## config.mk

```make
export PLATFORM = sky130hd
export DESIGN_NAME = maxpool_relu_writer
export DESIGN_NICKNAME = d
export VERILOG_FILES = /design/src/rtl/cnn_pkg.sv /design/src/rtl/pool_lane.sv /design/src/rtl/maxpool_relu_writer.sv
export SDC_FILE = /design/constraint.sdc
export NUM_CORES = 2
export LEC_CHECK = 0
export BUFFER_PORTS_ARGS = -buffer_cell sky130_fd_sc_hd__buf_2
export CAP_MARGIN = 20
export CELL_PAD_IN_SITES_DETAIL_PLACEMENT = 0
export CELL_PAD_IN_SITES_GLOBAL_PLACEMENT = 1
export CORE_MARGIN = 2
export CORE_UTILIZATION = 25
export DETAILED_ROUTE_END_ITERATION = 8
export PLACE_DENSITY_LB_ADDON = 0.1
export SETUP_SLACK_MARGIN = 0.5
export SYNTH_ARGS = -nofsm -noshare
export SYNTH_HDL_FRONTEND = slang
export SYNTH_SLANG_ARGS = --single-unit
export TNS_END_PERCENT = 100
```

## constraint.sdc

```tcl
create_clock -name clk -period 60.6 [get_ports clk]
set_input_delay 0 -clock clk [delete_from_list [all_inputs] [get_ports clk]]
set_output_delay 0 -clock clk [all_outputs]
set_load 0.02 [all_outputs]
```

## src/rtl/cnn_pkg.sv

```systemverilog
// cnn_pkg: shared defaults, memory select codes and the ReLU helper for the CNN datapath
// Contents: DATA_W_DEF/OUT_W_DEF widths, SEL_PLANAR_BASE/SEL_FLAT memory selects,
// mode_e frame layout, relu() on a 32-bit signed value (callers size-cast in and out).
package cnn_pkg;
  localparam int DATA_W_DEF = 19;
  localparam int OUT_W_DEF = 20;
  localparam logic [2:0] SEL_PLANAR_BASE = 3'd1;
  localparam logic [2:0] SEL_FLAT = 3'd3;
  typedef enum logic {MODE_PLANAR = 1'b0, MODE_FLAT = 1'b1} mode_e;
  function automatic logic signed [31:0] relu(input logic signed [31:0] x);
    return x < 0 ? '0 : x;
  endfunction
endpackage

```

## src/rtl/pool_lane.sv

```systemverilog
// pool_lane: one channel of 2x2/stride-2 max-pool with ReLU, fed in raster order
// Ports: clk, reset (async, active-high); i_en beat accepted; i_row_odd/i_col_odd beat parity;
// i_idx pooled column (col/2); i_x signed sample; o_relu = ReLU(max of 2x2 block), valid on closing beat.
module pool_lane
  import cnn_pkg::*;
#(
  parameter int DATA_W = DATA_W_DEF,
  parameter int IMG_W = 64,
  localparam int IW = $clog2(IMG_W / 2)
) (
  input  logic                     clk,
  input  logic                     reset,
  input  logic                     i_en,
  input  logic                     i_row_odd,
  input  logic                     i_col_odd,
  input  logic [IW-1:0]            i_idx,
  input  logic signed [DATA_W-1:0] i_x,
  output logic [DATA_W-1:0]        o_relu
);
  logic signed [DATA_W-1:0] pair_q, pair_d, hmax, vmax;
  logic signed [DATA_W-1:0] lb_q [IMG_W/2];
  logic signed [DATA_W-1:0] lb_d [IMG_W/2];
  // pair register holds every even-column sample; the line buffer keeps the even row's pair max
  assign hmax = pair_q > i_x ? pair_q : i_x;
  assign vmax = hmax > lb_q[i_idx] ? hmax : lb_q[i_idx];
  assign o_relu = DATA_W'(relu(32'(vmax)));
  always_comb begin
    pair_d = pair_q;
    lb_d = lb_q;
    if (i_en & ~i_col_odd) pair_d = i_x;
    if (i_en & i_col_odd & ~i_row_odd) lb_d[i_idx] = hmax;
  end
  always_ff @(posedge clk or posedge reset)
    if (reset) begin
      pair_q <= '0;
      lb_q <= '{default: '0};
    end else begin
      pair_q <= pair_d;
      lb_q <= lb_d;
    end
endmodule

```

## src/rtl/maxpool_relu_writer.sv

```systemverilog
// maxpool_relu_writer: ReLU + 2x2 max-pool over CH channels, serialised into layer memory writes
// Ports: clk, reset (async, active-high); i_valid/o_ready beat handshake; i_data CH packed samples;
// i_mode 0 planar / 1 flattened (latched on first beat); o_wr/o_addr/o_data/o_sel memory write;
// o_busy frame in progress; o_done pulse with the frame's last write.
module maxpool_relu_writer
  import cnn_pkg::*;
#(
  parameter int DATA_W = DATA_W_DEF,
  parameter int OUT_W = OUT_W_DEF,
  parameter int IMG_W = 64,
  parameter int CH = 2,
  parameter int ADDR_W = 12,
  parameter logic [2:0] FLAT_SEL = SEL_FLAT
) (
  input  logic                 clk,
  input  logic                 reset,
  input  logic                 i_valid,
  output logic                 o_ready,
  input  logic [CH*DATA_W-1:0] i_data,
  input  logic                 i_mode,
  output logic                 o_wr,
  output logic [ADDR_W-1:0]    o_addr,
  output logic [OUT_W-1:0]     o_data,
  output logic [2:0]           o_sel,
  output logic                 o_busy,
  output logic                 o_done
);
  localparam int CW = $clog2(IMG_W);
  logic [CW-1:0] col_q, col_d, row_q, row_d;
  logic [2:0] pend_cnt_q, pend_cnt_d, ch;
  logic [ADDR_W-1:0] pend_p_q, pend_p_d, o_addr_q, o_addr_d;
  mode_e mode_q, mode_d, pend_mode_q, pend_mode_d;
  logic pend_last_q, pend_last_d, open_q, open_d, busy_q, busy_d;
  logic o_wr_q, o_wr_d, o_done_q, o_done_d;
  logic [OUT_W-1:0] o_data_q, o_data_d;
  logic [2:0] o_sel_q, o_sel_d;
  logic [DATA_W-1:0] lane_relu [CH];
  logic [DATA_W-1:0] pend_val_q [CH];
  logic [DATA_W-1:0] pend_val_d [CH];
  logic [DATA_W-1:0] val;
  logic accept, closing, col_end, row_end, first, last;
  assign closing = row_q[0] & col_q[0];
  assign col_end = col_q == CW'(IMG_W - 1);
  assign row_end = row_q == CW'(IMG_W - 1);
  assign first = (col_q == '0) & (row_q == '0);
  assign last = col_end & row_end;
  // a closing beat may only land once the drain frees the pending buffer on that same edge
  assign o_ready = ~(closing & (pend_cnt_q > 3'd1));
  assign accept = i_valid & o_ready;
  assign ch = 3'(CH) - pend_cnt_q;
  assign {o_wr, o_addr, o_data, o_sel, o_busy, o_done} = {o_wr_q, o_addr_q, o_data_q, o_sel_q, busy_q, o_done_q};
  for (genvar l = 0; l < CH; l++) begin : g_lane
    pool_lane #(.DATA_W(DATA_W), .IMG_W(IMG_W)) u_lane (
      .clk(clk),
      .reset(reset),
      .i_en(accept),
      .i_row_odd(row_q[0]),
      .i_col_odd(col_q[0]),
      .i_idx(col_q[CW-1:1]),
      .i_x(i_data[l*DATA_W +: DATA_W]),
      .o_relu(lane_relu[l])
    );
  end
  always_comb begin
    col_d = col_q;
    row_d = row_q;
    mode_d = mode_q;
    open_d = open_q;
    busy_d = busy_q;
    pend_cnt_d = pend_cnt_q;
    pend_p_d = pend_p_q;
    pend_mode_d = pend_mode_q;
    pend_last_d = pend_last_q;
    pend_val_d = pend_val_q;
    o_wr_d = 1'b0;
    o_done_d = 1'b0;
    o_addr_d = o_addr_q;
    o_data_d = o_data_q;
    o_sel_d = o_sel_q;
    val = '0;
    for (int i = 0; i < CH; i++) if (ch == 3'(i)) val = pend_val_q[i];
    if (pend_cnt_q != 3'd0) begin
      o_wr_d = 1'b1;
      o_data_d = OUT_W'(val);
      o_sel_d = pend_mode_q == MODE_FLAT ? FLAT_SEL : SEL_PLANAR_BASE + ch;
      o_addr_d = pend_mode_q == MODE_FLAT ? pend_p_q * ADDR_W'(CH) + ADDR_W'(ch) : pend_p_q;
      o_done_d = pend_last_q & (pend_cnt_q == 3'd1);
      pend_cnt_d = pend_cnt_q - 3'd1;
    end
    // busy only falls after the final write if no newer frame has already opened
    if (o_done_q & ~open_q) busy_d = 1'b0;
    if (accept) begin
      col_d = col_end ? '0 : col_q + 1'b1;
      if (col_end) row_d = row_end ? '0 : row_q + 1'b1;
      if (first) begin
        mode_d = mode_e'(i_mode);
        open_d = 1'b1;
        busy_d = 1'b1;
      end
      if (last) open_d = 1'b0;
      if (closing) begin
        pend_cnt_d = 3'(CH);
        pend_val_d = lane_relu;
        pend_p_d = ADDR_W'(row_q[CW-1:1]) * ADDR_W'(IMG_W / 2) + ADDR_W'(col_q[CW-1:1]);
        pend_mode_d = mode_q;
        pend_last_d = last;
      end
    end
  end
  always_ff @(posedge clk or posedge reset)
    if (reset) begin
      col_q <= '0;
      row_q <= '0;
      mode_q <= MODE_PLANAR;
      open_q <= 1'b0;
      busy_q <= 1'b0;
      pend_cnt_q <= '0;
      pend_p_q <= '0;
      pend_mode_q <= MODE_PLANAR;
      pend_last_q <= 1'b0;
      pend_val_q <= '{default: '0};
      o_wr_q <= 1'b0;
      o_done_q <= 1'b0;
      o_addr_q <= '0;
      o_data_q <= '0;
      o_sel_q <= '0;
    end else begin
      col_q <= col_d;
      row_q <= row_d;
      mode_q <= mode_d;
      open_q <= open_d;
      busy_q <= busy_d;
      pend_cnt_q <= pend_cnt_d;
      pend_p_q <= pend_p_d;
      pend_mode_q <= pend_mode_d;
      pend_last_q <= pend_last_d;
      pend_val_q <= pend_val_d;
      o_wr_q <= o_wr_d;
      o_done_q <= o_done_d;
      o_addr_q <= o_addr_d;
      o_data_q <= o_data_d;
      o_sel_q <= o_sel_d;
    end
endmodule

```

==> metrics <==
Slew HR 0.246; Sequential Power Share 0.357; Power Density between 50 and 60 nW/um2; fmax between 100 and 150 MHz; post-synthesis sequential area ratio 0.559; Fin Hold WS approximately 71 ps; Top Ports 81; Routability Congestion 0.760; Sw Pwr approximately 1.5 mW; syn_area_per_cell approximately 11 um2; slowest cell delay on critical path 920 ps; DRC viols 0; final hold vios 0; Synth warnings 0; R2R cell count 15; Post-DRT Antenna Nets 0; Tot Pwr 3.89 mW; Max H-tree Level 4; routed len/inst approximately 26 um; Reg clk slew, reported paths ~60 ps; Leakage around 31 nW; Clk Latency, worst-skew pair 820 ps; startpoint types flip-flop; Die Span X 497 um; #FFs+latches synth 1355; Critical Path RT 61330 ps; status completed; unrepaired setup endpoints after global routing no; post-route insts no fill 8901; post-route core utilization 0.296; Comb pwr share 0.385; share of cells above drive strength 1 0.171; CTS Buffer Depth 3; Starting Density 0.252; hold path depth 3; Switching Fraction 0.394; CP max FO 43; Mapped Area ~61000 um2; Vias/cell approximately 4.8; setup ws final roughly 53000 ps; CP cell instances buf_4, buf_4, buf_4, mux4_2, a22o_1, nor4_2, ha_1, nand4_1, a21oi_1, o31ai_1, and3_1, nor3_4, nand3b_1, dlygate4sd3_1, a31oi_1; DP Area between 60000 and 70000 um2; # clock sinks about 1400; CP Data Arrival Time 8640 ps; dominant synthesized flop cell dfrtp_1; count of final setup violators 0; slowest CP cell nor4_2; Synth Instances 5636; Final Skew around 32 ps; Internal Power approximately 2.4 mW; Unique masters post-synth 64; drt pass-1 iters 5; GRT Util Overall 0.190; 1st-iter DRT viols about 2700; Core Area 241000 um2; worst slew pin tran between 1000 and 1500 ps; Clk pwr share 0.258; Final min period slightly below 8000 ps; final worst path period share 0.130; pre-CTS setup slack ~53000 ps; largest net degree at the start of global routing between 150 and 200; vias in the first global route approximately 44000; Crit path top cell by count buf_4; setup_tns 0 ps; CTS tree done; synthesis-to-layout area growth 17.4%; I/O Buffers a little under 80; Max Cap Viol 0; FFs w/ async S/R, synth 1.00; final net count around 5700; HP Class input pin to flip-flop; total wire length 234000 um; DP HPWL ~130000 um; worst-case vdd ir drop 38.7 uV; DR vias 42415; critical path class flip-flop to flip-flop; initial antenna violation count 6; cts bufs inserted roughly 170; DIE HEIGHT 497 um; DP Cell Count about 8500; Slew Viols, Final 0; Core Rows 180; first-pass GRT wire length 337000 um; CP Capture Type flip-flop; die area around 250000 um2; EDFF count, synth 0; total congestion overflow 0; fin area ~70000 um2; CTS root buf clkbuf_16
==> cell families (layout without fill, tap and decap cells) <==
logic type | Yosys count | count (layout) | synth area share
adder cells (fa/ha/maj) | 88 | 88 | 0.0183
AND/OR/NAND/NOR | 1613 | 1613 | 0.106
flip-flops | 1355 | 1355 | 0.559
buffers and inverters | 613 | 691 | 0.0423
multiplexers | 396 | 396 | 0.130
XOR/XNOR | 16 | 16 | 0.00231
AO/OA/AOI/OAI | 1554 | 1554 | 0.142
other | 1 | 3 | 0.0000618
==> area by class of cell <==
class / instances / area (um2)
clock buffer: 257 / 4980
clock inverter: 35 / 424
tap: 3185 / 3990
inverter: 89 / 342
antenna: 1 / 2.50
sequential: 1355 / 33900
fill: 25030 / 170000
timing repair buffer: 310 / 2530
multi-input combinational: 3669 / 25100
==> cells in the mapped netlist, types with 2 or more instances <==
cell type  number  area share
buf_6           5     0.00093
a22o_1        141       0.020
a22oi_1         4     0.00049
and3b_1         2     0.00029
a221oi_1       18      0.0026
clkbuf_1      309       0.019
mux2_2         61       0.011
o21ai_1       144       0.012
a211oi_2        8      0.0016
o211ai_1        2     0.00025
nand3_1        37      0.0031
o31ai_1        21      0.0026
a31oi_1        20      0.0021
buf_4          14      0.0017
nand2_1       419       0.026
nor4_1         39      0.0040
or2_2           3     0.00031
xor2_1          6     0.00087
buf_2         142       0.012
mux2i_1        28      0.0046
nor2_1       1034       0.064
nand4_1        18      0.0019
a21oi_1       938       0.077
a211oi_1       20      0.0025
xnor2_1        10      0.0014
buf_1          54      0.0033
and3_1          5     0.00052
inv_2           2     0.00012
inv_1          86      0.0053
and2_1          2     0.00021
o21a_1          4     0.00049
ha_1           87       0.018
nor2b_1         3     0.00031
dfrtp_1      1355        0.56
nor3b_1         3     0.00037
nand3b_1       26      0.0032
o22ai_1         8     0.00082
nor3_1          6     0.00049
or3b_2          2     0.00029
o21ai_0       217       0.018
mux4_2        304        0.11
or3_1           7     0.00072
==> power by group through the flow <==
stage          Clock (mW)  Sequential [mW]  Combinational (mW)
2_1_floorplan           0             1.34               0.971
4_1_cts              1.04             1.39                1.52
3_3_place_gp            0             1.41                1.48
3_5_place_dp            0             1.41                1.51
6_report             1.00             1.39                1.50
5_1_grt              1.07             1.43                1.63
==> registers in the layout (all words and copies together) (netlist names), 6 cells and up <==
signal / count
pend_p_q: 10
pend_val_q: 36
row_q: 6
o_addr: 12
g_lane.u_lane.pair_q: 38
o_data: 18
g_lane.u_lane.lb_q: 1216
col_q: 6
==> worst max-delay path, delay by kind of cell (launching register included) <==
kind            cells  cell delay, ps
compound gates      4             710
fa+ha+maj           1             290
buf+inv             4            3020
flops               1             870
mux                 1             610
simple gates        5            2220
==> layout by cell type, fill, tap and decap left out, types with 17 or more instances in the layout <==
| cell type | n |
|---|---|
| a211oi_1 | 20 |
| a21oi_1 | 922 |
| a221oi_1 | 18 |
| a22o_1 | 141 |
| a31oi_1 | 20 |
| buf_2 | 79 |
| buf_4 | 141 |
| clkbuf_1 | 46 |
| clkbuf_16 | 169 |
| clkbuf_8 | 43 |
| clkinv_2 | 18 |
| dfrtp_1 | 1353 |
| dlygate4sd3_1 | 71 |
| ha_1 | 87 |
| inv_1 | 85 |
| mux2_2 | 61 |
| mux2i_4 | 22 |
| mux4_2 | 304 |
| nand2_1 | 411 |
| nand3_1 | 36 |
| nand3b_1 | 26 |
| nand4_1 | 18 |
| nor2_1 | 1009 |
| nor2_4 | 25 |
| nor4_1 | 22 |
| nor4_2 | 17 |
| o21ai_0 | 217 |
| o21ai_1 | 144 |
| o31ai_1 | 21 |
==> per-layer routing <==
metal / global-route usage / wire (um) / vias up
met2: 0.312 / 111000 / 582
met3: 0.0235 / 6190 / 266
li1: - / - / 19681
met5: 0 / 0 / -
met1: 0.267 / 111000 / 21886
met4: 0.0436 / 4980 / 0
==> path summary, 6_finish.rpt <==
check | start | end | slack, ps
max | col_q[1]$_DFFE_PP0P_ | pend_val_q[12]$_DFFE_PP0P_ | 52700
min | i_data[31] | g_lane[1].u_lane.pair_q[12]$_DFFE_PP0P_ | 70
max reg2reg | col_q[1]$_DFFE_PP0P_ | pend_val_q[12]$_DFFE_PP0P_ | 52700
min reg2reg | o_addr[5]$_DFFE_PP0N_ | o_addr[5]$_DFFE_PP0N_ | 470
max in group asynchronous | reset | g_lane[0].u_lane.lb_q[386]$_DFFE_PP0P_ | 56000
min in group asynchronous | reset | g_lane[1].u_lane.lb_q[292]$_DFFE_PP0P_ | 430
==> repair_timing <==
item | 4_1_cts | 5_1_grt
setup buffers | 0 | 0
hold buffers | 71 | 0
endpoints found under the hold margin | 1265 | 0
resized for setup | 0 | 0
Power figures use the tool's default switching activity.
